**src/rtl/hilo_muldiv_if.sv**
```systemverilog
// ---------------------------------------------------------------------------
// hilo_muldiv_if
//   Request/result bundle between the control unit and the HI/LO
//   multiply/divide sequencer.
//   master : control unit side  (drives start/op/a/b, observes results)
//   slave  : sequencer side     (observes request, drives results)
//   Signals:
//     start       request pulse, only honoured while the sequencer is idle
//     op          00 MUL, 01 MULU, 10 DIV, 11 DIVU
//     a, b        multiplicand/dividend, multiplier/divisor
//     busy        sequencer not idle
//     done        one-cycle completion pulse
//     hi_en/lo_en HI/LO load enables (equal to done)
//     hi_data     MUL high product word / DIV remainder
//     lo_data     MUL low product word  / DIV quotient
//     div_by_zero qualifies done for a divide with zero divisor
// ---------------------------------------------------------------------------
interface hilo_muldiv_if #(
    parameter int DATA_WIDTH = 32
);
    logic                  start;
    logic [1:0]            op;
    logic [DATA_WIDTH-1:0] a;
    logic [DATA_WIDTH-1:0] b;
    logic                  busy;
    logic                  done;
    logic                  hi_en;
    logic                  lo_en;
    logic [DATA_WIDTH-1:0] hi_data;
    logic [DATA_WIDTH-1:0] lo_data;
    logic                  div_by_zero;

    modport master (
        output start, op, a, b,
        input  busy, done, hi_en, lo_en, hi_data, lo_data, div_by_zero
    );

    modport slave (
        input  start, op, a, b,
        output busy, done, hi_en, lo_en, hi_data, lo_data, div_by_zero
    );
endinterface

```
**src/rtl/hilo_muldiv_ctrl.sv**
```systemverilog
// ---------------------------------------------------------------------------
// hilo_muldiv_ctrl
//   Iterative multiply/divide sequencer producing the HI/LO result pair.
//   Shift-add multiply and restoring divide, one result bit per clock, on
//   operand magnitudes; a single FIX cycle restores signs for signed ops.
//   FSM: IDLE -> CALC (W cycles) -> FIX -> WRITE -> IDLE.
//   A divide by zero skips straight from IDLE to WRITE.
//   Ports:
//     clock  single clock, all state on posedge
//     clear  synchronous active-high reset, aborts any operation in flight
//     bus    hilo_muldiv_if.slave request/result bundle
// ---------------------------------------------------------------------------
module hilo_muldiv_ctrl #(
    parameter int DATA_WIDTH = 32
) (
    input  logic          clock,
    input  logic          clear,
    hilo_muldiv_if.slave  bus
);
    localparam int W  = DATA_WIDTH;
    localparam int CW = $clog2(W);
    localparam logic [CW-1:0] LAST_ITER = CW'(W - 1);

    typedef enum logic [1:0] {
        S_IDLE  = 2'd0,
        S_CALC  = 2'd1,
        S_FIX   = 2'd2,
        S_WRITE = 2'd3
    } state_t;

    state_t          state_reg, state_next;
    logic [CW-1:0]   count_reg;
    logic            is_div_reg;
    logic            sign_a_reg;
    logic            sign_b_reg;
    logic            dz_reg;
    // acc_reg: upper product word / partial remainder
    // low_reg: multiplier being consumed / dividend becoming quotient
    // opnd_reg: multiplicand / divisor magnitude
    logic [W-1:0]    acc_reg;
    logic [W-1:0]    low_reg;
    logic [W-1:0]    opnd_reg;
    logic [W-1:0]    hi_data_reg;
    logic [W-1:0]    lo_data_reg;

    // ---------------- request decode (IDLE) ----------------
    logic            req_div;
    logic            req_signed;
    logic            req_neg_a;
    logic            req_neg_b;
    logic            req_b_zero;
    logic [W-1:0]    req_mag_a;
    logic [W-1:0]    req_mag_b;

    always_comb begin
        req_div    = bus.op[1];
        req_signed = ~bus.op[0];
        req_neg_a  = req_signed & bus.a[W-1];
        req_neg_b  = req_signed & bus.b[W-1];
        req_b_zero = (bus.b == '0);
        // Magnitude taken as unsigned W bits: the most negative value maps to itself.
        req_mag_a  = req_neg_a ? (~bus.a + W'(1)) : bus.a;
        req_mag_b  = req_neg_b ? (~bus.b + W'(1)) : bus.b;
    end

    // ---------------- one iteration (CALC) ----------------
    logic [W:0]      mul_sum;
    logic [W:0]      div_shift;
    logic            div_ge;
    logic [W-1:0]    div_rem;

    always_comb begin
        mul_sum   = {1'b0, acc_reg} + (low_reg[0] ? {1'b0, opnd_reg} : {(W+1){1'b0}});
        // Partial remainder shifted left with the next dividend bit; W+1 bits
        // so the shifted-out MSB still takes part in the trial compare.
        div_shift = {acc_reg, low_reg[W-1]};
        div_ge    = (div_shift >= {1'b0, opnd_reg});
        // When the trial succeeds the difference is below the divisor, so W bits hold it.
        div_rem   = div_shift[W-1:0] - opnd_reg;
    end

    // ---------------- sign correction (FIX) ----------------
    logic [2*W-1:0]  product;
    logic [2*W-1:0]  product_fix;
    logic [W-1:0]    quo_fix;
    logic [W-1:0]    rem_fix;
    logic            neg_result;

    always_comb begin
        // Sign bits are zero for unsigned ops, so they pass through untouched.
        neg_result  = sign_a_reg ^ sign_b_reg;
        product     = {acc_reg, low_reg};
        product_fix = neg_result ? (~product + (2*W)'(1)) : product;
        quo_fix     = neg_result ? (~low_reg + W'(1)) : low_reg;
        rem_fix     = sign_a_reg ? (~acc_reg + W'(1)) : acc_reg;
    end

    // ---------------- FSM: state register ----------------
    always_ff @(posedge clock) begin
        if (clear) begin
            state_reg <= S_IDLE;
        end else begin
            state_reg <= state_next;
        end
    end

    // ---------------- FSM: next state ----------------
    always_comb begin
        state_next = state_reg;
        unique case (state_reg)
            S_IDLE: begin
                if (bus.start) begin
                    state_next = (req_div && req_b_zero) ? S_WRITE : S_CALC;
                end
            end
            S_CALC: begin
                if (count_reg == LAST_ITER) begin
                    state_next = S_FIX;
                end
            end
            S_FIX:   state_next = S_WRITE;
            S_WRITE: state_next = S_IDLE;
            default: state_next = S_IDLE;
        endcase
    end

    // ---------------- FSM: Moore outputs ----------------
    logic busy_out;
    logic done_out;
    logic dz_out;

    always_comb begin
        busy_out = (state_reg != S_IDLE);
        done_out = (state_reg == S_WRITE);
        dz_out   = (state_reg == S_WRITE) & dz_reg;
    end

    assign bus.busy        = busy_out;
    assign bus.done        = done_out;
    assign bus.hi_en       = done_out;
    assign bus.lo_en       = done_out;
    assign bus.div_by_zero = dz_out;
    assign bus.hi_data     = hi_data_reg;
    assign bus.lo_data     = lo_data_reg;

    // ---------------- datapath ----------------
    always_ff @(posedge clock) begin
        if (clear) begin
            count_reg   <= '0;
            is_div_reg  <= 1'b0;
            sign_a_reg  <= 1'b0;
            sign_b_reg  <= 1'b0;
            dz_reg      <= 1'b0;
            acc_reg     <= '0;
            low_reg     <= '0;
            opnd_reg    <= '0;
            hi_data_reg <= '0;
            lo_data_reg <= '0;
        end else begin
            unique case (state_reg)
                S_IDLE: begin
                    if (bus.start) begin
                        count_reg  <= '0;
                        is_div_reg <= req_div;
                        sign_a_reg <= req_neg_a;
                        sign_b_reg <= req_neg_b;
                        acc_reg    <= '0;
                        if (req_div) begin
                            low_reg  <= req_mag_a;
                            opnd_reg <= req_mag_b;
                        end else begin
                            low_reg  <= req_mag_b;
                            opnd_reg <= req_mag_a;
                        end
                        // Zero divisor bypasses CALC/FIX, so the result is loaded now.
                        if (req_div && req_b_zero) begin
                            dz_reg      <= 1'b1;
                            hi_data_reg <= bus.a;
                            lo_data_reg <= '1;
                        end else begin
                            dz_reg <= 1'b0;
                        end
                    end
                end
                S_CALC: begin
                    count_reg <= count_reg + CW'(1);
                    if (is_div_reg) begin
                        acc_reg <= div_ge ? div_rem : div_shift[W-1:0];
                        low_reg <= {low_reg[W-2:0], div_ge};
                    end else begin
                        acc_reg <= mul_sum[W:1];
                        low_reg <= {mul_sum[0], low_reg[W-1:1]};
                    end
                end
                S_FIX: begin
                    if (is_div_reg) begin
                        hi_data_reg <= rem_fix;
                        lo_data_reg <= quo_fix;
                    end else begin
                        hi_data_reg <= product_fix[2*W-1:W];
                        lo_data_reg <= product_fix[W-1:0];
                    end
                end
                default: begin
                end
            endcase
        end
    end
endmodule

```
**src/flat_wrapper.sv**
```systemverilog
// flat-port wrapper written by rule: the top's interface ports become plain ports
module hilo_muldiv_ctrl_flat 
#(
    parameter int DATA_WIDTH = 32
)
  (clock, clear, bus_start, bus_op, bus_a, bus_b, bus_busy, bus_done, bus_hi_en, bus_lo_en, bus_hi_data, bus_lo_data, bus_div_by_zero);
  hilo_muldiv_if #(.DATA_WIDTH(DATA_WIDTH)) bus_i ();
  input  logic clock;
  input  logic clear;
  input wire logic [$bits(bus_i.start)-1:0] bus_start;
  input wire logic [$bits(bus_i.op)-1:0] bus_op;
  input wire logic [$bits(bus_i.a)-1:0] bus_a;
  input wire logic [$bits(bus_i.b)-1:0] bus_b;
  output wire logic [$bits(bus_i.busy)-1:0] bus_busy;
  output wire logic [$bits(bus_i.done)-1:0] bus_done;
  output wire logic [$bits(bus_i.hi_en)-1:0] bus_hi_en;
  output wire logic [$bits(bus_i.lo_en)-1:0] bus_lo_en;
  output wire logic [$bits(bus_i.hi_data)-1:0] bus_hi_data;
  output wire logic [$bits(bus_i.lo_data)-1:0] bus_lo_data;
  output wire logic [$bits(bus_i.div_by_zero)-1:0] bus_div_by_zero;
  assign bus_i.start = bus_start;
  assign bus_i.op = bus_op;
  assign bus_i.a = bus_a;
  assign bus_i.b = bus_b;
  assign bus_busy = bus_i.busy;
  assign bus_done = bus_i.done;
  assign bus_hi_en = bus_i.hi_en;
  assign bus_lo_en = bus_i.lo_en;
  assign bus_hi_data = bus_i.hi_data;
  assign bus_lo_data = bus_i.lo_data;
  assign bus_div_by_zero = bus_i.div_by_zero;
  hilo_muldiv_ctrl #(.DATA_WIDTH(DATA_WIDTH)) u_core (.clock(clock), .clear(clear), .bus(bus_i));
endmodule
```
**config.mk**
```make
export PLATFORM = sky130hd
export DESIGN_NAME = hilo_muldiv_ctrl_flat
export DESIGN_NICKNAME = d
export VERILOG_FILES = /design/src/rtl/hilo_muldiv_if.sv /design/src/rtl/hilo_muldiv_ctrl.sv /design/src/flat_wrapper.sv
export SDC_FILE = /design/constraint.sdc
export NUM_CORES = 1
export LEC_CHECK = 0
export ABC_AREA = 1
export CAP_MARGIN = 20
export CELL_PAD_IN_SITES_DETAIL_PLACEMENT = 1
export CELL_PAD_IN_SITES_GLOBAL_PLACEMENT = 1
export CORE_ASPECT_RATIO = 0.9
export CORE_MARGIN = 8
export CORE_UTILIZATION = 40
export CTS_CLUSTER_DIAMETER = 150
export CTS_CLUSTER_SIZE = 14
export DETAILED_ROUTE_END_ITERATION = 12
export HOLD_SLACK_MARGIN = 0.03
export PLACE_DENSITY_LB_ADDON = 0.08
export SLEW_MARGIN = 20
export SYNTH_ARGS = -nofsm -noshare
export SYNTH_HDL_FRONTEND = slang
export SYNTH_SLANG_ARGS = --single-unit
```
**constraint.sdc**
```tcl
create_clock -name clock -period 2.8 [get_ports clock]
set_input_delay 0.7 -clock clock [delete_from_list [all_inputs] [get_ports clock]]
set_output_delay 0.7 -clock clock [all_outputs]
set_load 0.1 [all_outputs]
```
Word-level counts from Yosys, hierarchy flattened
Index checks and enable logic that the tools add are counted.

Register bits after elaboration: 171. Output and inout port bits: 69.

Add/sub/neg operators: 8. Order comparisons: 1. Eq/ne operators: 7. Mux-type cells: 30. Bitwise gates (word level): 10. Reduce and logical (&&, ||, !) cells: 10.

Operators by type and width (count): 32-bit 2-to-1 mux (18); 32-bit case mux with 2 select lines (4); 32-bit by 1-bit adder with 32-bit output, second input constant (4); 32-bit inverter (4); 64-bit by 1-bit adder with 64-bit output, second input constant (1); 64-bit 2-to-1 mux (1); 64-bit inverter (1); 32-bit by 33-bit adder with 33-bit output (1); 33-bit by 32-bit >= comparator with 1-bit output (1); 32-bit logical NOT (1); 32-bit subtractor (1); 5-bit case mux with 2 select lines (1); 2-bit case mux with 4 select lines (1); 2-bit 2-to-1 mux (3); 2-bit AND reduction (3); 2-bit nonzero test (3); 5-bit by 1-bit adder with 5-bit output, second input constant (1); 5-bit == test, second input constant (1); 5-bit 2-to-1 mux (1); 2-bit == test, second input constant (2); 2-bit by 1-bit inequality test with 1-bit output, second input constant (2); 1-bit bitwise AND (3); 3-bit AND reduction (1); 2-bit by 1-bit == test with 1-bit output, second input constant (1); other kinds (6) (6).

Depth between registers and ports, before layout
Gate-level depths: netlist (run 1).

Word-level depth: 6. Gate-level depth with buffers: 20.

Worst setup path after synthesis (run 1)
Ideal clock, no wire load.

Path kind: reg2out. Start point: register u_core.state_reg[0]. End point: output port bus_div_by_zero. Arrival: 1.930 ns. Slack: 0.170 ns. Stages on the path, launching flop included: 4. Cells stage by stage: dfxtp_1 > ha_1 > nand2_1 > inv_1.

Cells in the longest elaborated chain, start to end: 2.

RTL lines: from (decl) (line hilo_muldiv_ctrl.sv:31) `state_t state_reg, state_next;`; from (signal assigned) (line hilo_muldiv_ctrl.sv:103) `state_reg <= state_next;`; 2-bit == test; net bus_done (line flat_wrapper.sv:15) `output wire logic [$bits(bus_i.done)-1:0] bus_done;`; 1-bit bitwise AND (line hilo_muldiv_ctrl.sv:135) `dz_out = (state_reg == S_WRITE) & dz_reg;`; to (decl) (line flat_wrapper.sv:20) `output wire logic [$bits(bus_i.div_by_zero)-1:0] bus_div_by_zero;`.

The timed path passes the listed nets, and every way through them passes these cells.

Worst setup path after layout (run 1)
Start point: register u_core.opnd_reg[1]. End point: register u_core.acc_reg[18].

Cells in the longest elaborated chain, start to end: 4. Elaborated cells on any way between the ends: 7.

RTL lines: from (decl) (line hilo_muldiv_ctrl.sv:42) `logic [W-1:0] opnd_reg;`; from (signal assigned) (line hilo_muldiv_ctrl.sv:170) `opnd_reg <= req_mag_b;`; from (signal assigned) (line hilo_muldiv_ctrl.sv:173) `opnd_reg <= req_mag_a;`; 32-bit 2-to-1 mux (tied with other cells) (line hilo_muldiv_ctrl.sv:73) `mul_sum = {1'b0, acc_reg} + (low_reg[0] ? {1'b0, opnd_reg} : {(W+1){1'b0}});`; 32-bit by 33-bit adder with 33-bit output / 32-bit 2-to-1 mux (equally long branches) (line hilo_muldiv_ctrl.sv:73, hilo_muldiv_ctrl.sv:188); 32-bit 2-to-1 mux * (line hilo_muldiv_ctrl.sv:187) `if (is_div_reg) begin`; 32-bit case mux with 2 select lines * (line hilo_muldiv_ctrl.sv:160) `unique case (state_reg)`; to (signal assigned) (line hilo_muldiv_ctrl.sv:188) `acc_reg <= div_ge ? div_rem : div_shift[W-1:0];`; to (signal assigned) (line hilo_muldiv_ctrl.sv:191) `acc_reg <= mul_sum[W:1];`; to (decl) (line hilo_muldiv_ctrl.sv:40) `logic [W-1:0] acc_reg;`.

Every way passes the cells marked *; elsewhere a longest branch is shown, timed or not. A chain may end at the register's enable or synchronous reset.

==> results of run 1 <==
==> worst max-delay path, delay by kind of cell, from the launching register on <==
kind | cells | cell delay (ns)
AO/OA/AOI/OAI | 2 | 0.26
adder cells (fa/ha/maj) | 1 | 0.45
buffers and inverters | 2 | 0.32
flip-flops | 1 | 0.44
AND/OR/NAND/NOR | 9 | 1.10
==> routing by layer <==
layer  vias to the layer above  part of all wire
met1                     11700              0.42
met2                      1152              0.43
met3                       242              0.10
met5                         -                 0
li1                      11000                 -
met4                         0             0.051
==> metrics by stage <==
step / std cells / instance area, µm²
after floorplan: 3240 / 17800
final: 4164 / 22200
after CTS: 4157 / 22000
after global placement: 4127 / 21400
after global routing: 4162 / 22200
after detailed placement: 4127 / 21400
==> cell type report <==
| cell class | count | area, µm² | area share |
|---|---|---|---|
| clock buffers | 18 | 439 | 0.0198 |
| inverters | 500 | 1880 | 0.0847 |
| multi-input cells | 2445 | 12100 | 0.544 |
| clock inverters | 12 | 163 | 0.00733 |
| well taps | 600 | 751 | 0.0339 |
| diodes | 2 | 5.00 | 0.000226 |
| flip-flops and latches | 171 | 3430 | 0.155 |
| repair buffers | 416 | 3450 | 0.156 |
==> report_power, final <==
group	total [mW]	internal [mW]	switching, mW	leakage [nW]
Sequential	2.98	2.64	0.339	1.39
Combinational	7.08	2.21	4.86	9.72
Clock	2.62	1.43	1.19	0.295
==> cells in the final DEF, fill, tap and decap left out, types with 4 or more instances in the layout <==
cell type	n
a21oi_1	249
a21oi_2	9
a22oi_1	5
a31oi_1	28
and2_1	5
and3_1	4
buf_12	13
buf_4	335
clkbuf_16	17
clkdlybuf4s50_1	67
clkinv_2	4
dfxtp_1	167
dfxtp_2	4
ha_1	70
inv_1	490
inv_2	7
nand2_1	975
nand2_2	11
nand3_1	292
nand3_2	4
nand3b_1	18
nand4_1	58
nor2_1	265
nor2_2	16
nor3_1	36
nor4_1	4
o211ai_1	20
o21ai_0	206
o21ai_1	41
o21bai_1	12
o221ai_1	7
or2_2	9
xnor2_1	25
xor2_1	47
==> kinds of logic after synthesis <==
group,after synthesis,synth area share
fa+ha+maj,76,0.0543
flops,171,0.192
compound gates,587,0.176
xor+xnor,72,0.0354
buf+inv,624,0.137
simple gates,1710,0.406
==> how the worst max path moves through the flow <==
stage | cells after the start | end | start
finish | 14 | u_core.acc_reg[18] | u_core.opnd_reg[1]
CTS | 16 | u_core.acc_reg[26] | u_core.low_reg[0]
floorplan | 3 | bus_div_by_zero | u_core.state_reg[0]
global route | 11 | u_core.opnd_reg[25] | bus_a[1]
global placement | 10 | u_core.low_reg[23] | bus_a[8]
detailed placement | 12 | u_core.low_reg[27] | bus_a[8]
==> repair_timing <==
item,in CTS,in global routing
pin swaps,0,2
gates resized for setup,1,32
buffers inserted,0,5
endpoints found under the setup margin,1,27
==> results by group, run 1 <==
Run status
  – Status: finished, final reports clean

Worst setup path
  – Slowest cell on crit path: ha_1
  – Critical path arrival: 3.06 ns
  – Reg2reg end: u_core.acc_reg[18]
  – WS Path Type: flop to flop
  – CP required: 3.14 ns
  – Worst path cell trace: inv_1 > ha_1 > nand2_1 > nor2_1 > nand3_1 > nand3_2 > nand2_1 > nand2_1 > nand2_2 > a21oi_2 > buf_12 > nand2_1 > nand3_1 > a21oi_1
  – Largest incremental delay on the critical path: 0.45 ns
  – Reg2Reg Setup Slack: 0.07 ns
  – CP Capture Type: flop
  – Most frequent CP cell: nand2_1
  – CP Max Fanout: 20
  – Crit start category: flop
  – Worst R2R Start: u_core.opnd_reg[1]
  – Worst r2r path cells: 14

STA
  – # setup viols final: 0
  – Max Fclk: 0.367 GHz
  – Tcrit/Tclk final: 0.974
  – Rel. slew slack: 0.490
  – Post-route setup TNS: 0 ns
  – Slew Viols, Final: 0
  – Worst-margin pin slew: 0.765 ns
  – Hold Vio Cnt, Final: 0
  – Final worst slack: roughly 0.074 ns
  – Worst clock skew: 0.0177 ns
  – Clock period minus worst slack: 2.73 ns
  – Hold Worst Slack: 0.476 ns
  – RSZ-0062 raised after global routing: yes

CTS
  – Root buf cell: clkbuf_16
  – CTS Buf Count: 17
  – Clock sinks: 171
  – CTS Hold Bufs: 0
  – Clk_lat worst skew: a little under 0.5 ns
  – Htree depth: 4
  – CTS tree: yes
  – CTS Buffer Depth: 2
  – Worst-path clk slew: 0.07 ns

Synthesis
  – Synth Warn #: 0
  – EDFF count, synth: 0
  – Top cells by area, synth: nand2_1 (21%), dfxtp_1 (19%), inv_1 (10%), nand3_1 (8.2%), a21oi_1 (7.1%)
  – Synthesized area: 0.0178 mm²
  – Post-synth top cells: nand2_1 (981), inv_1 (493), nand3_1 (293), nor2_1 (272), a21oi_1 (254)
  – Cells after Synth: 3240
  – Synth top area share: 0.207
  – Synth Net Count: 3385
  – Post-synthesis register bit count: roughly 170
  – Post-synthesis sequential area ratio: 0.192
  – Synth area leader: nand2_1
  – Main synth FF type: dfxtp_1
  – Yosys cell types: 46
  – Ys async rst share: 0
  – Syn Area/Cell: 5.49 µm²
  – Dominant cell by count in the synthesized netlist: nand2_1

Route
  – Antenna-violating nets left: 0
  – DRC Markers: 0
  – DRT iter0 DRCs: 2557
  – Vias: 24200
  – DRT Pass-1 Iters: 5
  – Routed len/inst: 24.0 µm
  – DRT Wirelength: 100000 µm
  – Via density: 5.80

Global route
  – Congestion Overflow GR: 0
  – Met1 usage: 0.500
  – Initial antenna violation count: 1
  – Gr busiest metal: met2
  – Met3 Resource Use GR: 0.0868
  – Tot GR Track Use: 0.376
  – First-pass GRT wire length: 148000 µm
  – Largest net degree at the start of global routing: 63
  – Grt met2 use: 0.568
  – Number of global-route vias before repair: 23800

Pwr
  – PD cells: ~570 mW/mm²
  – Leak Pwr: about 11 nW
  – Peak VDD IR: 0.477 mV
  – Tot Pwr: 12.7 mW

Placed design
  – Setup WS pre-CTS: -0.272 ns
  – Number of port buffers: 137
  – GP Congestion: 1.07
  – Detailed Place HPWL: 83200 µm

Floorplan
  – Num ports: approximately 140
  – Initial core utilization: 0.404
  – Site Rows: 73
  – Die Span Y: 216 µm
  – CORE AREA: 0.0440 mm²
  – Die area: 0.0515 mm²
  – Die X: 238 µm

Layout
  – Nets: 3696
  – Fillers: 6351
  – Area growth syn-to-layout: 24.6%
  – Post-layout util: 0.504
  – Layout cells sized above 1: 0.128

Flow run
  – Max-cap violations: 0

Min path
  – WHS Path Cells: 2
  – HP Start: u_core.dz_reg
  – HP Class: flop to flop
  – WHS Endpoint: u_core.dz_reg
(Power assumes the default switching activity.)
==> run 2: changes to the inputs <==
Settings changed: CORE_UTILIZATION 40 to 41.
==> run 2 against run 1 <==
The run now ends with setup timing left. Hold slack better by 0.0044 ns. Routed wire length is 6.3% higher. Via count is 4.2% higher. Critical path depth is 1 lower. Cell count is 0.60% higher. Register-to-register slack worse by 0.09 ns. Sequential cell count stayed put.
==> results by group, run 2 (same netlist as run 1, synthesis figures left out) <==
Floorplan
  – Die Span Y: 214 µm (was 216 µm)
  – Die area: 0.0503 mm² (was 0.0515 mm²)
  – Die X: 236 µm (was 238 µm)
  – Initial core utilization: 0.415 (was 0.404)
  – Num ports: 138 (unchanged)
  – Site Rows: 72 (was 73)
  – CORE AREA: 0.0429 mm² (was 0.0440 mm²)

Worst setup path
  – CP Max Fanout: 3 (was 20)
  – Most frequent CP cell: nand2_1 (unchanged)
  – Slowest cell on crit path: nor2_1 (was ha_1)
  – Critical path arrival: 3.15 ns (was 3.06 ns)
  – Worst path top cell family by delay: simple AND/OR/NAND/NOR gates (unchanged)
  – CP required: 3.13 ns (was 3.14 ns)
  – Largest incremental delay on the critical path: 0.43 ns (was 0.45 ns)
  – Crit start category: flop (unchanged)
  – CP Capture Type: flop (unchanged)
  – WS Path Type: flop to flop (unchanged)
  – CP Buf/Inv Count: 1 (was 2)
  – Worst path cell trace: inv_1 > ha_1 > nand2_1 > nor2_1 > nand3_1 > nand3b_1 > nand2_1 > nand2_1 > nand2_1 > nand2_1 > nand3_1 > nand4_1 > a21oi_1 (was inv_1 > ha_1 > nand2_1 > nor2_1 > nand3_1 > nand3_2 > nand2_1 > nand2_1 > nand2_2 > a21oi_2 > buf_12 > nand2_1 > nand3_1 > a21oi_1)

CTS
  – Root buf cell: clkbuf_16 (unchanged)
  – CTS tree: yes (unchanged)
  – Worst-path clk slew: 0.08 ns (was 0.07 ns)
  – Htree depth: 4 (unchanged)
  – Clk_lat worst skew: 0.48 ns (was 0.49 ns)
  – CTS Hold Bufs: 0 (unchanged)
  – Clock sinks: 171 (unchanged)
  – CTS Buf Count: 17 (unchanged)
  – CTS Buffer Depth: 2 (unchanged)

Layout
  – Nets: 3766 (was 3696)
  – Fillers: 6173 (was 6351)
  – Antenna Cells: 0 (was 2)
  – Commonest non-fill, non-tap cell in the layout: nand2_1 (unchanged)
  – Layout cells sized above 1: 0.162 (was 0.128)
  – Finished Layout Cells: 4189 (was 4164)
  – Most frequent cells in the layout: nand2_1 (970), inv_1 (485), buf_4 (400) (was nand2_1 (975), inv_1 (490), buf_4 (335))
  – Area growth syn-to-layout: 28.9% (was 24.6%)

Route
  – Vias: 25200 (was 24200)
  – DRT Pass-1 Iters: 8 (was 5)
  – Antenna-violating nets left: 0 (unchanged)
  – DRT iter0 DRCs: 3193 (was 2557)
  – Routed len/inst: 25.4 µm (was 24.0 µm)
  – Via density: 6.01 (was 5.80)
  – DRT Wirelength: 106000 µm (was 100000 µm)
  – DRC Markers: 0 (unchanged)

Placed design
  – GP Congestion: 1.06 (was 1.07)
  – Number of port buffers: 137 (unchanged)
  – Detailed Place HPWL: 86800 µm (was 83200 µm)
  – Placed cell count: 4149 (was 4127)

Global route
  – Number of global-route vias before repair: 24700 (was 23800)
  – Largest net degree at the start of global routing: 79 (was 63)
  – First-pass GRT wire length: 155000 µm (was 148000 µm)
  – Initial antenna violation count: 4 (was 1)
  – Congestion Overflow GR: 0 (unchanged)
  – Tot GR Track Use: 0.402 (was 0.376)

Min path
  – HP Class: flop to flop (unchanged)

STA
  – # setup viols final: 1 (was 0)
  – Worst-margin pin slew: 0.791 ns (was 0.765 ns)
  – Hold Worst Slack: 0.480 ns (was 0.476 ns)
  – Max Fclk: 0.355 GHz (was 0.367 GHz)
  – Clock period minus worst slack: 2.82 ns (was 2.73 ns)
  – Slew Viols, Final: 0 (unchanged)
  – Rel. slew slack: 0.473 (was 0.490)
  – Worst clock skew: 0.0215 ns (was 0.0177 ns)
  – Tcrit/Tclk final: 1.01 (was 0.974)
  – Hold Vio Cnt, Final: 0 (unchanged)
  – Final worst slack: -0.0196 ns (was 0.0735 ns)
  – RSZ-0062 raised after global routing: yes (unchanged)

Run status
  – Failing checks: setup timing
  – Status: complete, but fails checks (was finished, final reports clean)

Pwr
  – PD cells: 568 mW/mm² (was 572 mW/mm²)
  – Peak VDD IR: 0.442 mV (was 0.477 mV)
  – Leak Pwr: 11.8 nW (was 11.4 nW)

Flow run
  – Max-cap violations: 0 (unchanged)
run 2: area by class of cell:
class | count | area [µm²] | share of cell area
multi-input cells | 2446 | 12300 | 0.537
repair buffers | 485 | 4010 | 0.175
well taps | 555 | 694 | 0.0303
clock buffers | 19 | 453 | 0.0197
clock inverters | 13 | 143 | 0.00622
flip-flops and latches | 171 | 3450 | 0.150
inverters | 500 | 1880 | 0.0821
run 2: worst paths after layout:
kind | end | from | slack (ns) | cells after the start
max | u_core.acc_reg[19] | u_core.opnd_reg[9] | -0.02 | 13
min | u_core.count_reg[4] | u_core.count_reg[4] | 0.48 | 2
max reg2reg | u_core.acc_reg[19] | u_core.opnd_reg[9] | -0.02 | 13
min reg2reg | u_core.count_reg[4] | u_core.count_reg[4] | 0.48 | 2
run 2: metal layers:
layer	global-route usage	vias up	wire length, µm
li1	-	11200	-
met1	0.534	12100	43400
met2	0.607	1578	44200
met3	0.0955	330	12800
met4	0.203	8	5970
met5	0	-	57
run 2: timing repair:
| item | in CTS | in global routing |
|---|---|---|
| setup endpoints to repair | 16 | 50 |
| gates resized for setup | 13 | 99 |
| cloned | 0 | 2 |
| setup buffers | 0 | 6 |
| pin swaps | 0 | 8 |
run 2: power by group:
| part | internal (mW) | leakage, nW | switching (mW) |
|---|---|---|---|
| logic | 2.36 | 10.1 | 5.13 |
| clock network | 1.24 | 0.291 | 1.29 |
| registers | 2.64 | 1.40 | 0.355 |
run 2: through the flow:
step                      setup slack (ns)  setup TNS, ns  instance area, µm²  power [mW]  utilization
after floorplan                      0.170              0               17800        6.92            -
after global placement              -0.199          -3.85               21900        9.69        0.510
after detailed placement            -0.284         -16.78               21900        9.92        0.510
after CTS                          0.00104              0               22500        12.5        0.525
after global routing               -0.0671         -0.154               22900        13.5        0.535
final                              -0.0196        -0.0196               22900        13.0        0.535
run 2: tightest hold or removal path, cell delays in order (launching register included):
cell     delay (ns)
dfxtp_1        0.32
nand2_1        0.07
a21oi_1        0.05
